==> src/rtl/gcd_operand_feeder_if.sv <==
`default_nettype none
// ============================================================================
// gcd_operand_feeder_if
// Operand-in, engine and result-out signal bundle for gcd_operand_feeder.
// Revision: 1.0
// ============================================================================
interface gcd_operand_feeder_if #(
  parameter int WIDTH = 16
) ();
  logic             in_valid;
  logic             in_ready;
  logic [WIDTH-1:0] in_a;
  logic [WIDTH-1:0] in_b;
  logic             gcd_start;
  logic [WIDTH-1:0] gcd_data;
  logic             gcd_done;
  logic [WIDTH-1:0] gcd_result;
  logic             out_valid;
  logic             out_ready;
  logic [WIDTH-1:0] out_data;
  logic             out_zero;
  logic             out_err;

  // master: producer, GCD engine and consumer around the feeder
  modport master (
    output in_valid, in_a, in_b, gcd_done, gcd_result, out_ready,
    input  in_ready, gcd_start, gcd_data, out_valid, out_data, out_zero, out_err
  );

  // slave: the feeder itself
  modport slave (
    input  in_valid, in_a, in_b, gcd_done, gcd_result, out_ready,
    output in_ready, gcd_start, gcd_data, out_valid, out_data, out_zero, out_err
  );
endinterface
`default_nettype wire

==> src/rtl/gcd_operand_feeder.sv <==
`default_nettype none
// ============================================================================
// gcd_operand_feeder
// Buffers operand pairs, serialises them onto the GCD engine bus and returns
// the result. Optional macro GCD_TIMEOUT_EN adds a WAIT-state watchdog.
// Revision: 1.0
// ============================================================================
module gcd_operand_feeder #(
  parameter int WIDTH      = 16,
  parameter int DEPTH      = 4,
  parameter int TMO_CYCLES = 1024
) (
  input  wire logic           clk,
  input  wire logic           rst,
  gcd_operand_feeder_if.slave bus
);

  localparam int                 c_ptr_w    = $clog2(DEPTH);
  localparam logic [c_ptr_w:0]   c_full_cnt = (c_ptr_w + 1)'(DEPTH);

  if (DEPTH < 2 || (DEPTH & (DEPTH - 1)) != 0 || TMO_CYCLES < 1) begin : g_bad_params
    $error("gcd_operand_feeder: DEPTH must be a power of 2 >= 2 and TMO_CYCLES >= 1");
  end

  typedef enum logic [2:0] {
    S_IDLE   = 3'd0,
    S_LOAD_A = 3'd1,
    S_LOAD_B = 3'd2,
    S_WAIT   = 3'd3,
    S_RESP   = 3'd4
  } state_t;

  logic [2*WIDTH-1:0] mem_q [DEPTH];
  logic [c_ptr_w:0]   wr_ptr_q, wr_ptr_d;
  logic [c_ptr_w:0]   rd_ptr_q, rd_ptr_d;
  logic               in_ready_q, in_ready_d;
  logic               w_push, w_pop, w_empty;
  logic [WIDTH-1:0]   w_head_a, w_head_b;

  state_t             state_q, state_d;
  logic [WIDTH-1:0]   rb_q, rb_d;
  logic               gcd_start_q, gcd_start_d;
  logic [WIDTH-1:0]   gcd_data_q, gcd_data_d;
  logic               out_valid_q, out_valid_d;
  logic [WIDTH-1:0]   out_data_q, out_data_d;
  logic               out_zero_q, out_zero_d;

`ifdef GCD_TIMEOUT_EN
  localparam int                 c_tmo_w    = $clog2(TMO_CYCLES + 1);
  localparam logic [c_tmo_w-1:0] c_tmo_last = c_tmo_w'(TMO_CYCLES - 1);
  logic [c_tmo_w-1:0] tmo_cnt_q, tmo_cnt_d;
  logic               out_err_q, out_err_d;
`endif

  assign w_push                 = bus.in_valid && in_ready_q;
  assign w_empty                = (wr_ptr_q == rd_ptr_q);
  assign {w_head_a, w_head_b}   = mem_q[rd_ptr_q[c_ptr_w-1:0]];

  // in_ready looks at next-cycle occupancy so a full FIFO never takes a push
  always_comb begin
    wr_ptr_d   = wr_ptr_q + (c_ptr_w + 1)'(w_push);
    rd_ptr_d   = rd_ptr_q + (c_ptr_w + 1)'(w_pop);
    in_ready_d = ((wr_ptr_d - rd_ptr_d) != c_full_cnt);
  end

  always_comb begin
    state_d     = state_q;
    rb_d        = rb_q;
    gcd_start_d = 1'b0;
    gcd_data_d  = gcd_data_q;
    out_valid_d = out_valid_q;
    out_data_d  = out_data_q;
    out_zero_d  = out_zero_q;
    w_pop       = 1'b0;
`ifdef GCD_TIMEOUT_EN
    tmo_cnt_d   = tmo_cnt_q;
    out_err_d   = out_err_q;
`endif
    case (state_q)
      S_IDLE: begin
        if (!w_empty) begin
          w_pop = 1'b1;
          rb_d  = w_head_b;
          // gcd(0,x)=x and gcd(0,0)=0 both reduce to a|b
          if (w_head_a == '0 || w_head_b == '0) begin
            out_valid_d = 1'b1;
            out_data_d  = w_head_a | w_head_b;
            out_zero_d  = 1'b1;
`ifdef GCD_TIMEOUT_EN
            out_err_d   = 1'b0;
`endif
            state_d     = S_RESP;
          end else begin
            gcd_start_d = 1'b1;
            gcd_data_d  = w_head_a;
            state_d     = S_LOAD_A;
          end
        end
      end
      S_LOAD_A: begin
        gcd_start_d = 1'b1;
        gcd_data_d  = rb_q;
        state_d     = S_LOAD_B;
      end
      S_LOAD_B: begin
`ifdef GCD_TIMEOUT_EN
        tmo_cnt_d = '0;
`endif
        state_d = S_WAIT;
      end
      S_WAIT: begin
        if (bus.gcd_done) begin
          out_valid_d = 1'b1;
          out_data_d  = bus.gcd_result;
          out_zero_d  = 1'b0;
`ifdef GCD_TIMEOUT_EN
          out_err_d   = 1'b0;
`endif
          state_d     = S_RESP;
        end
`ifdef GCD_TIMEOUT_EN
        else if (tmo_cnt_q == c_tmo_last) begin
          out_valid_d = 1'b1;
          out_data_d  = '0;
          out_zero_d  = 1'b0;
          out_err_d   = 1'b1;
          state_d     = S_RESP;
        end else begin
          tmo_cnt_d = tmo_cnt_q + c_tmo_w'(1);
        end
`endif
      end
      S_RESP: begin
        if (bus.out_ready) begin
          out_valid_d = 1'b0;
          state_d     = S_IDLE;
        end
      end
      default: state_d = S_IDLE;
    endcase
  end

  always_ff @(posedge clk) begin
    if (w_push) begin
      mem_q[wr_ptr_q[c_ptr_w-1:0]] <= {bus.in_a, bus.in_b};
    end
  end

  always_ff @(posedge clk) begin
    if (rst) begin
      wr_ptr_q    <= '0;
      rd_ptr_q    <= '0;
      in_ready_q  <= 1'b0;
      state_q     <= S_IDLE;
      rb_q        <= '0;
      gcd_start_q <= 1'b0;
      gcd_data_q  <= '0;
      out_valid_q <= 1'b0;
      out_data_q  <= '0;
      out_zero_q  <= 1'b0;
`ifdef GCD_TIMEOUT_EN
      tmo_cnt_q   <= '0;
      out_err_q   <= 1'b0;
`endif
    end else begin
      wr_ptr_q    <= wr_ptr_d;
      rd_ptr_q    <= rd_ptr_d;
      in_ready_q  <= in_ready_d;
      state_q     <= state_d;
      rb_q        <= rb_d;
      gcd_start_q <= gcd_start_d;
      gcd_data_q  <= gcd_data_d;
      out_valid_q <= out_valid_d;
      out_data_q  <= out_data_d;
      out_zero_q  <= out_zero_d;
`ifdef GCD_TIMEOUT_EN
      tmo_cnt_q   <= tmo_cnt_d;
      out_err_q   <= out_err_d;
`endif
    end
  end

  assign bus.in_ready  = in_ready_q;
  assign bus.gcd_start = gcd_start_q;
  assign bus.gcd_data  = gcd_data_q;
  assign bus.out_valid = out_valid_q;
  assign bus.out_data  = out_data_q;
  assign bus.out_zero  = out_zero_q;
`ifdef GCD_TIMEOUT_EN
  assign bus.out_err   = out_err_q;
`else
  assign bus.out_err   = 1'b0;
`endif

endmodule
`default_nettype wire

==> src/flat_wrapper.sv <==
// flat-port wrapper written by rule: the top's interface ports become plain ports
module gcd_operand_feeder_flat 
#(
  parameter int WIDTH      = 16,
  parameter int DEPTH      = 4,
  parameter int TMO_CYCLES = 1024
)
  (clk, rst, bus_in_valid, bus_in_a, bus_in_b, bus_gcd_done, bus_gcd_result, bus_out_ready, bus_in_ready, bus_gcd_start, bus_gcd_data, bus_out_valid, bus_out_data, bus_out_zero, bus_out_err);
  gcd_operand_feeder_if #(.WIDTH(WIDTH)) bus_i ();
  input  wire logic clk;
  input  wire logic rst;
  input wire logic [$bits(bus_i.in_valid)-1:0] bus_in_valid;
  input wire logic [$bits(bus_i.in_a)-1:0] bus_in_a;
  input wire logic [$bits(bus_i.in_b)-1:0] bus_in_b;
  input wire logic [$bits(bus_i.gcd_done)-1:0] bus_gcd_done;
  input wire logic [$bits(bus_i.gcd_result)-1:0] bus_gcd_result;
  input wire logic [$bits(bus_i.out_ready)-1:0] bus_out_ready;
  output wire logic [$bits(bus_i.in_ready)-1:0] bus_in_ready;
  output wire logic [$bits(bus_i.gcd_start)-1:0] bus_gcd_start;
  output wire logic [$bits(bus_i.gcd_data)-1:0] bus_gcd_data;
  output wire logic [$bits(bus_i.out_valid)-1:0] bus_out_valid;
  output wire logic [$bits(bus_i.out_data)-1:0] bus_out_data;
  output wire logic [$bits(bus_i.out_zero)-1:0] bus_out_zero;
  output wire logic [$bits(bus_i.out_err)-1:0] bus_out_err;
  assign bus_i.in_valid = bus_in_valid;
  assign bus_i.in_a = bus_in_a;
  assign bus_i.in_b = bus_in_b;
  assign bus_i.gcd_done = bus_gcd_done;
  assign bus_i.gcd_result = bus_gcd_result;
  assign bus_i.out_ready = bus_out_ready;
  assign bus_in_ready = bus_i.in_ready;
  assign bus_gcd_start = bus_i.gcd_start;
  assign bus_gcd_data = bus_i.gcd_data;
  assign bus_out_valid = bus_i.out_valid;
  assign bus_out_data = bus_i.out_data;
  assign bus_out_zero = bus_i.out_zero;
  assign bus_out_err = bus_i.out_err;
  gcd_operand_feeder #(.WIDTH(WIDTH), .DEPTH(DEPTH), .TMO_CYCLES(TMO_CYCLES)) u_core (.clk(clk), .rst(rst), .bus(bus_i));
endmodule
==> config.mk <==
export PLATFORM = sky130hd
export DESIGN_NAME = gcd_operand_feeder_flat
export DESIGN_NICKNAME = d
export VERILOG_FILES = /design/src/rtl/gcd_operand_feeder_if.sv /design/src/rtl/gcd_operand_feeder.sv /design/src/flat_wrapper.sv
export SDC_FILE = /design/constraint.sdc
export NUM_CORES = 1
export LEC_CHECK = 0
export BUFFER_PORTS_ARGS = -buffer_cell sky130_fd_sc_hd__buf_4
export CORE_ASPECT_RATIO = 0.6
export CORE_MARGIN = 3
export CORE_UTILIZATION = 60
export CTS_CLUSTER_DIAMETER = 200
export CTS_CLUSTER_SIZE = 8
export DETAILED_ROUTE_END_ITERATION = 16
export PLACE_DENSITY_LB_ADDON = 0.15
export SETUP_SLACK_MARGIN = 0.15
export SYNTH_ARGS = -nofsm -noshare
export SYNTH_HDL_FRONTEND = slang
export SYNTH_SLANG_ARGS = --single-unit
==> constraint.sdc <==
create_clock -name clk -period 10 [get_ports clk]
set_input_delay 1 -clock clk [delete_from_list [all_inputs] [get_ports clk]]
set_output_delay 1 -clock clk [all_outputs]
set_load 0.1 [all_outputs]
==> Word level (Yosys, flattened, before mapping) <==
Memory sizes are Yosys's and may differ from the RTL's. A register that Yosys moved wholly into a read port is not among the register bits.
Cells that the tools add are included.
{ "op_classes": {"mux": 27, "eq_ne": 11, "n_bitwise": 2, "add_sub_neg": 3, "reduce_logical": 13} }
{ "op_table": {"columns": ["operator", "n"], "rows": [
  ["two-way mux 16 bit", 5],
  ["one-hot mux 16 bit (2 select lines)", 2],
  ["logical NOT 16 bit", 2],
  ["OR 16 bit", 1],
  ["one-hot mux 3 bit (5 select lines)", 1],
  ["two-way mux 3 bit", 4],
  ["two-way mux 1 bit", 11],
  ["inequality test 2 bit, second input constant", 4],
  ["adder 3 x 1 -> 3 bit", 2],
  ["== test 3 x 2 -> 1 bit, second input constant", 2],
  ["AND reduction 3 bit", 2],
  ["AND reduction 5 bit", 1],
  ["one-hot mux 1 bit (2 select lines)", 2],
  ["AND reduction 4 bit", 1],
  ["nonzero test 2 bit", 2],
  ["== test 3 x 1 -> 1 bit, second input constant", 1],
  ["== test 3 bit", 1],
  ["== test 3 bit, second input constant", 1],
  ["logical NOT 3 bit", 1],
  ["inequality test 3 bit, second input constant", 1],
  ["one-hot mux 1 bit (3 select lines)", 1],
  ["nonzero test 3 bit", 1],
  ["subtractor 3 bit", 1],
  ["two-way mux 2 bit", 1],
  ["other kinds (5)", 5]
]} }
{ "totals": {"word_cells": 67, "regBits": 61, "memories": 1, "output_inout_bits": 37, "ram_bits": 128} }
{ "mem_list": {"columns": ["memory", "words", "width", "read_ports", "rd_ports_with_merged_regs", "write_ports", "line", "text"], "rows": [
  ["u_core.mem_q", 4, 32, 1, 1, 1, "gcd_operand_feeder.sv:33", "logic [2*WIDTH-1:0] mem_q [DEPTH];"]
]} }

==> Logic depth before layout (Yosys ltp) <==
{ "logic_depth": {"ltp_word": 6, "depth_mapped": 15} }

==> Worst setup path after synthesis <==
No wires, ideal clock.
{ "synth_path": {"kind": "reg2reg", "startpoint": "reg u_core.in_ready_q, in the netlist u_core.bus.in_ready", "endpoint": "mem u_core.mem_q[2][0] (netlist bit) (enable)", "path_slack_ns": 5.913, "path_stages_with_launch": 3, "synth_period_minus_slack_ns": 4.087, "t_arrival_ns": 3.619, "t_required_ns": 9.532, "path_cell_list": "dfxtp_1 > nand2_1 > nor3b_1"} }
{ "synth_via": {"elab_chain_cells": 3} }
{ "synth_rtl": {"columns": ["element", "line", "text"], "rows": [
  ["start, declared", "gcd_operand_feeder.sv:36", "logic in_ready_q, in_ready_d;"],
  ["start signal, assigned", "gcd_operand_feeder.sv:168", "in_ready_q <= in_ready_d;"],
  ["logical AND 1 bit", "gcd_operand_feeder.sv:55", "assign w_push = bus.in_valid && in_ready_q;"],
  ["two-way mux 1 bit", "gcd_operand_feeder.sv:144", "if (w_push) begin"],
  ["two-way mux 1 bit (not written as such)", "gcd_operand_feeder.sv:145", "mem_q[wr_ptr_q[c_ptr_w-1:0]] <= {bus.in_a, bus.in_b};"],
  ["end, declared", "gcd_operand_feeder.sv:33", null]
]} }
Every way passes these cells.

==> Worst setup path in the final report <==
{ "layout_path": {"startpoint": "reg u_core.rd_ptr_q[0]", "endpoint": "reg u_core.gcd_data_q[2], in the netlist u_core.bus.gcd_data[2]"} }
{ "layout_via": {"elab_chain_cells": 3} }
{ "layout_rtl": {"columns": ["element", "line", "text"], "rows": [
  ["start, declared", "gcd_operand_feeder.sv:35", "logic [c_ptr_w:0] rd_ptr_q, rd_ptr_d;"],
  ["start signal, assigned", "gcd_operand_feeder.sv:167", "rd_ptr_q <= rd_ptr_d;"],
  ["== test 3 bit", "gcd_operand_feeder.sv:56", "assign w_empty = (wr_ptr_q == rd_ptr_q);"],
  ["inequality test 2 bit (no source line)", null, null],
  ["AND reduction 3 bit (no source line)", null, null],
  ["end signal, assigned", "gcd_operand_feeder.sv:172", "gcd_data_q <= gcd_data_d;"],
  ["end, declared", "gcd_operand_feeder.sv:43", "logic [WIDTH-1:0] gcd_data_q, gcd_data_d;"]
]} }
Every way passes these cells.
A chain may end at the register's enable or synchronous reset.

==> reports/metrics.csv <==
stage;metric;value;unit
detailed_routing;drt_iter0_drc;505;
sta;finalCritPeriodShare;41.2;%
cells_and_area;regArea;5070;um2
global_route;overflow;0;
synth;synth_cell_type_count;34;
worst_setup_path;slowest_delay;1.02;ns
power;pwr_density_cell;288;nW/um2
detailed_routing;firstDrtPassIters;5;
worst_setup_path;rr_worst_depth;7;
min_path;worst_hold_path_type;reg -> reg;
cells_and_area;multi_input_area;2230;um2
synth;ys_ff_latch;189;
synth;syn_area_per_cell;15.1;um2
worst_setup_path;critPathRequiredTime;10.32;ns
detailed_routing;viasPerCell;6.07;
worst_setup_path;crit_top_cell;nand3_1;
floorplanning;die_w;150;um
sta;setup_viol;0;
detailed_routing;ant_nets;0;
floorplanning;initial_core_util;63.7;%
worst_setup_path;crit_path_max_fanout;34;
clock_tree;clock_latency;0.43;ns
placement;port-buffer-count;88;
sta;slew_violations;0;
sta;timing.final.crit_period;4.12;ns
clock_tree;htree_levels;4;
global_route;antenna_found_initial;0;
worst_setup_path;r2r-end;u_core.bus.gcd_data[2]$_SDFFE_PP0P_;
detailed_routing;vias;4538;
placement;dp_hpwl;10600;um
floorplanning;fp.dieArea;13800;um2
worst_setup_path;regToRegStartpoint;u_core.rd_ptr_q[0]$_SDFF_PP0_;
worst_setup_path;crit_path_top_delay_cell;nand3_1;
detailed_routing;drc_errors;0;
global_route;grt_pass1_vias;4557;
power;p_leak;3.16;nW
synth;synth_cells;491;
sta;tns;0;ns
clock_tree;cts_tree;yes;
clock_tree;clock_sinks;189;
detailed_routing;wire_per_inst;22.2;um
sta;hold_violations;0;
sta;worstMarginPinSlew;1.32;ns
floorplanning;rows;30;
global_route;grt_util_all_layers;25.5;%
worst_setup_path;crit_type;reg -> reg;
worst_setup_path;critPathCaptureType;register;
worst_setup_path;cp-start-kind;register;
synth;synth_area;7430;um2
sta;skew;0.0113;ns
placement;place_congestion;0.849;
detailed_routing;wl;16600;um
clock_tree;clkTransAtPathRegs;0.08;ns
worst_setup_path;ff2ff_setup_slack;5.88;ns
synth;synth_seq_area_share;68.1;%
run_status;run_status;finished, final reports clean;
power;vdd_drop_max;0.172;mV
cells_and_area;drive_above_1_share;31.1;%
cells_and_area;nets;634;
sta;grt_setup_unrepaired;false;
worst_setup_path;crit_chain;buf_4 > mux4_2 > nor4_1 > nand4_1 > nand3_1 > nand3_1 > o211ai_1;
synth;syn_nets;550;
global_route;grt_pass1_wl;25900;um
run;maxCapViolations;0;
cells_and_area;n_antenna_cell;0;
synth;yosys_warnings;0;
sta;worst_hold_slack;0.475;ns
min_path;min_to;u_core.bus.out_valid$_SDFFE_PP0P_;
global_route;grt_max_degree;64;
sta;setup_ws;5.88;ns
min_path;whs_path_depth;2;
clock_tree;cts_resized;0;
cells_and_area;area_delta_synth_final;18.4;%
cells_and_area;fillers;714;
clock_tree;numCtsBuffers;17;
clock_tree;clockBufferDepth;2;
clock_tree;postCtsSetupRepairBufs;0;
placement;dp_slack;6.16;ns
clock_tree;cts_hold_buf;0;
worst_setup_path;cp-startpoint;u_core.rd_ptr_q[0]$_SDFF_PP0_;
floorplanning;ios;90;
floorplanning;core;11700;um2
min_path;min-delay-start;u_core.bus.out_valid$_SDFFE_PP0P_;
clock_tree;root_buffer;clkbuf_16;
worst_setup_path;arrival;4.44;ns
sta;fmax;243;MHz
floorplanning;die_height;92.2;um
sta;slew_headroom;12.1;%
how the worst max path moves through the flow:
stage / to / slack, ns / cells past startpoint
global placement: u_core.bus.gcd_data[5]$_SDFFE_PP0P_ / 6.27 / 7
detailed placement: u_core.bus.gcd_data[14]$_SDFFE_PP0P_ / 6.16 / 7
floorplan: u_core.mem_q[2][0]$_DFFE_PP_ / 5.91 / 2
global route: u_core.bus.gcd_data[5]$_SDFFE_PP0P_ / 5.63 / 7
finish: u_core.bus.gcd_data[2]$_SDFFE_PP0P_ / 5.88 / 7
CTS: u_core.bus.gcd_data[2]$_SDFFE_PP0P_ / 6.05 / 7
final cells by class:
class | instances | share of cell area (%)
inverters | 3 | 0.128
repair buffers | 95 | 8.10
flip-flops and latches | 189 | 57.6
clock inverters | 15 | 1.73
multi-input cells | 269 | 25.4
well taps | 160 | 2.27
clock buffers | 17 | 4.83
state kept, by name, summed over array words and instances, names as in the netlist, 3 cells and up:
name                 flops
u_core.bus.out_data     16
u_core.rb_q             16
u_core.bus.gcd_data     16
u_core.mem_q           128
u_core.state_q           3
u_core.wr_ptr_q          3
u_core.rd_ptr_q          3
critical path, delay by kind of cell, from the launching register on:
kind | cells | cell delay [ns]
AO/OA/AOI/OAI | 1 | 0.18
multiplexers | 1 | 0.61
buffers and inverters | 1 | 0.50
AND/OR/NAND/NOR | 4 | 2.12
flip-flops | 1 | 0.55
kinds of logic after synthesis:
logic type / share of synthesized area, %
adder cells (fa/ha/maj): 1.01
AO/OA/AOI/OAI: 2.29
AND/OR/NAND/NOR: 10.8
XOR/XNOR: 0.825
buffers and inverters: 2.15
other: 0.0505
multiplexers: 14.7
flip-flops: 68.1
Yosys cell counts, drive strengths merged:
cell type / instances / area share (%)
mux4: 32 / 9.7
edfxtp: 128 / 52
nand3: 18 / 1.2
nand4: 2 / 0.17
nor4: 10 / 0.84
xnor2: 4 / 0.47
a211oi: 1 / 0.10
xor2: 3 / 0.35
nor2b: 20 / 1.7
clkbuf: 16 / 0.81
ha: 6 / 1.0
conb: 1 / 0.050
a21boi: 1 / 0.10
inv: 3 / 0.15
nand2: 35 / 1.8
and3: 2 / 0.17
nor2: 39 / 2.0
nor3b: 2 / 0.20
mux2: 16 / 2.8
and3b: 1 / 0.12
or3b: 1 / 0.12
buf: 14 / 1.2
o211ai: 16 / 1.6
nor3: 34 / 2.3
mux2i: 16 / 2.2
a21oi: 5 / 0.39
nand3b: 3 / 0.30
dfxtp: 61 / 16
a31oi: 1 / 0.084
where the power goes:
| group | total [mW] | switching (mW) | internal (mW) |
|---|---|---|---|
| Sequential | 1.02 | 0.0696 | 0.949 |
| Clock | 0.661 | 0.309 | 0.352 |
| Combinational | 0.852 | 0.598 | 0.255 |
| Total | 2.53 | 0.976 | 1.56 |
routing by layer:
layer / GRT usage (%) / part of all wire (%) / vias up
met1: 37.0 / 44 / 2295
li1: - / - / 2023
met5: 0 / 0 / -
met3: 7.16 / 8.3 / 32
met2: 37.4 / 46 / 188
met4: 9.13 / 1.8 / 0
layout by cell type, fill, tap and decap left out, types with 2 or more instances in the layout:
cell type and count:
inv_1 3, nor2_1 39, buf_4 95, edfxtp_1 128, ha_1 6, a21oi_1 4, mux4_2 32, nor3b_2 2
nand3b_1 3, nor4_1 9, o211ai_1 16, dfxtp_1 60, xnor2_1 4, clkinvlp_4 2, inv_8 4, and3_1 2
nor3_1 33, inv_6 3, clkbuf_16 17, mux2i_1 16, nand2_1 35, nand4_1 2, nor2b_1 19, clkinv_2 2
mux2_2 8, mux2_4 8, nand3_1 18, xor2_1 3, clkinv_4 3
through the flow:
stage	util (%)	cell area, um2	cells	total power, mW
after global placement	70.4	8220	716	1.85
after detailed placement	70.4	8220	716	1.87
after global routing	75.4	8800	748	2.63
after floorplan	-	7430	491	1.66
final	75.4	8800	748	2.53
after CTS	75.4	8800	748	2.53
Note: power is estimated with default switching activity, not from simulation.
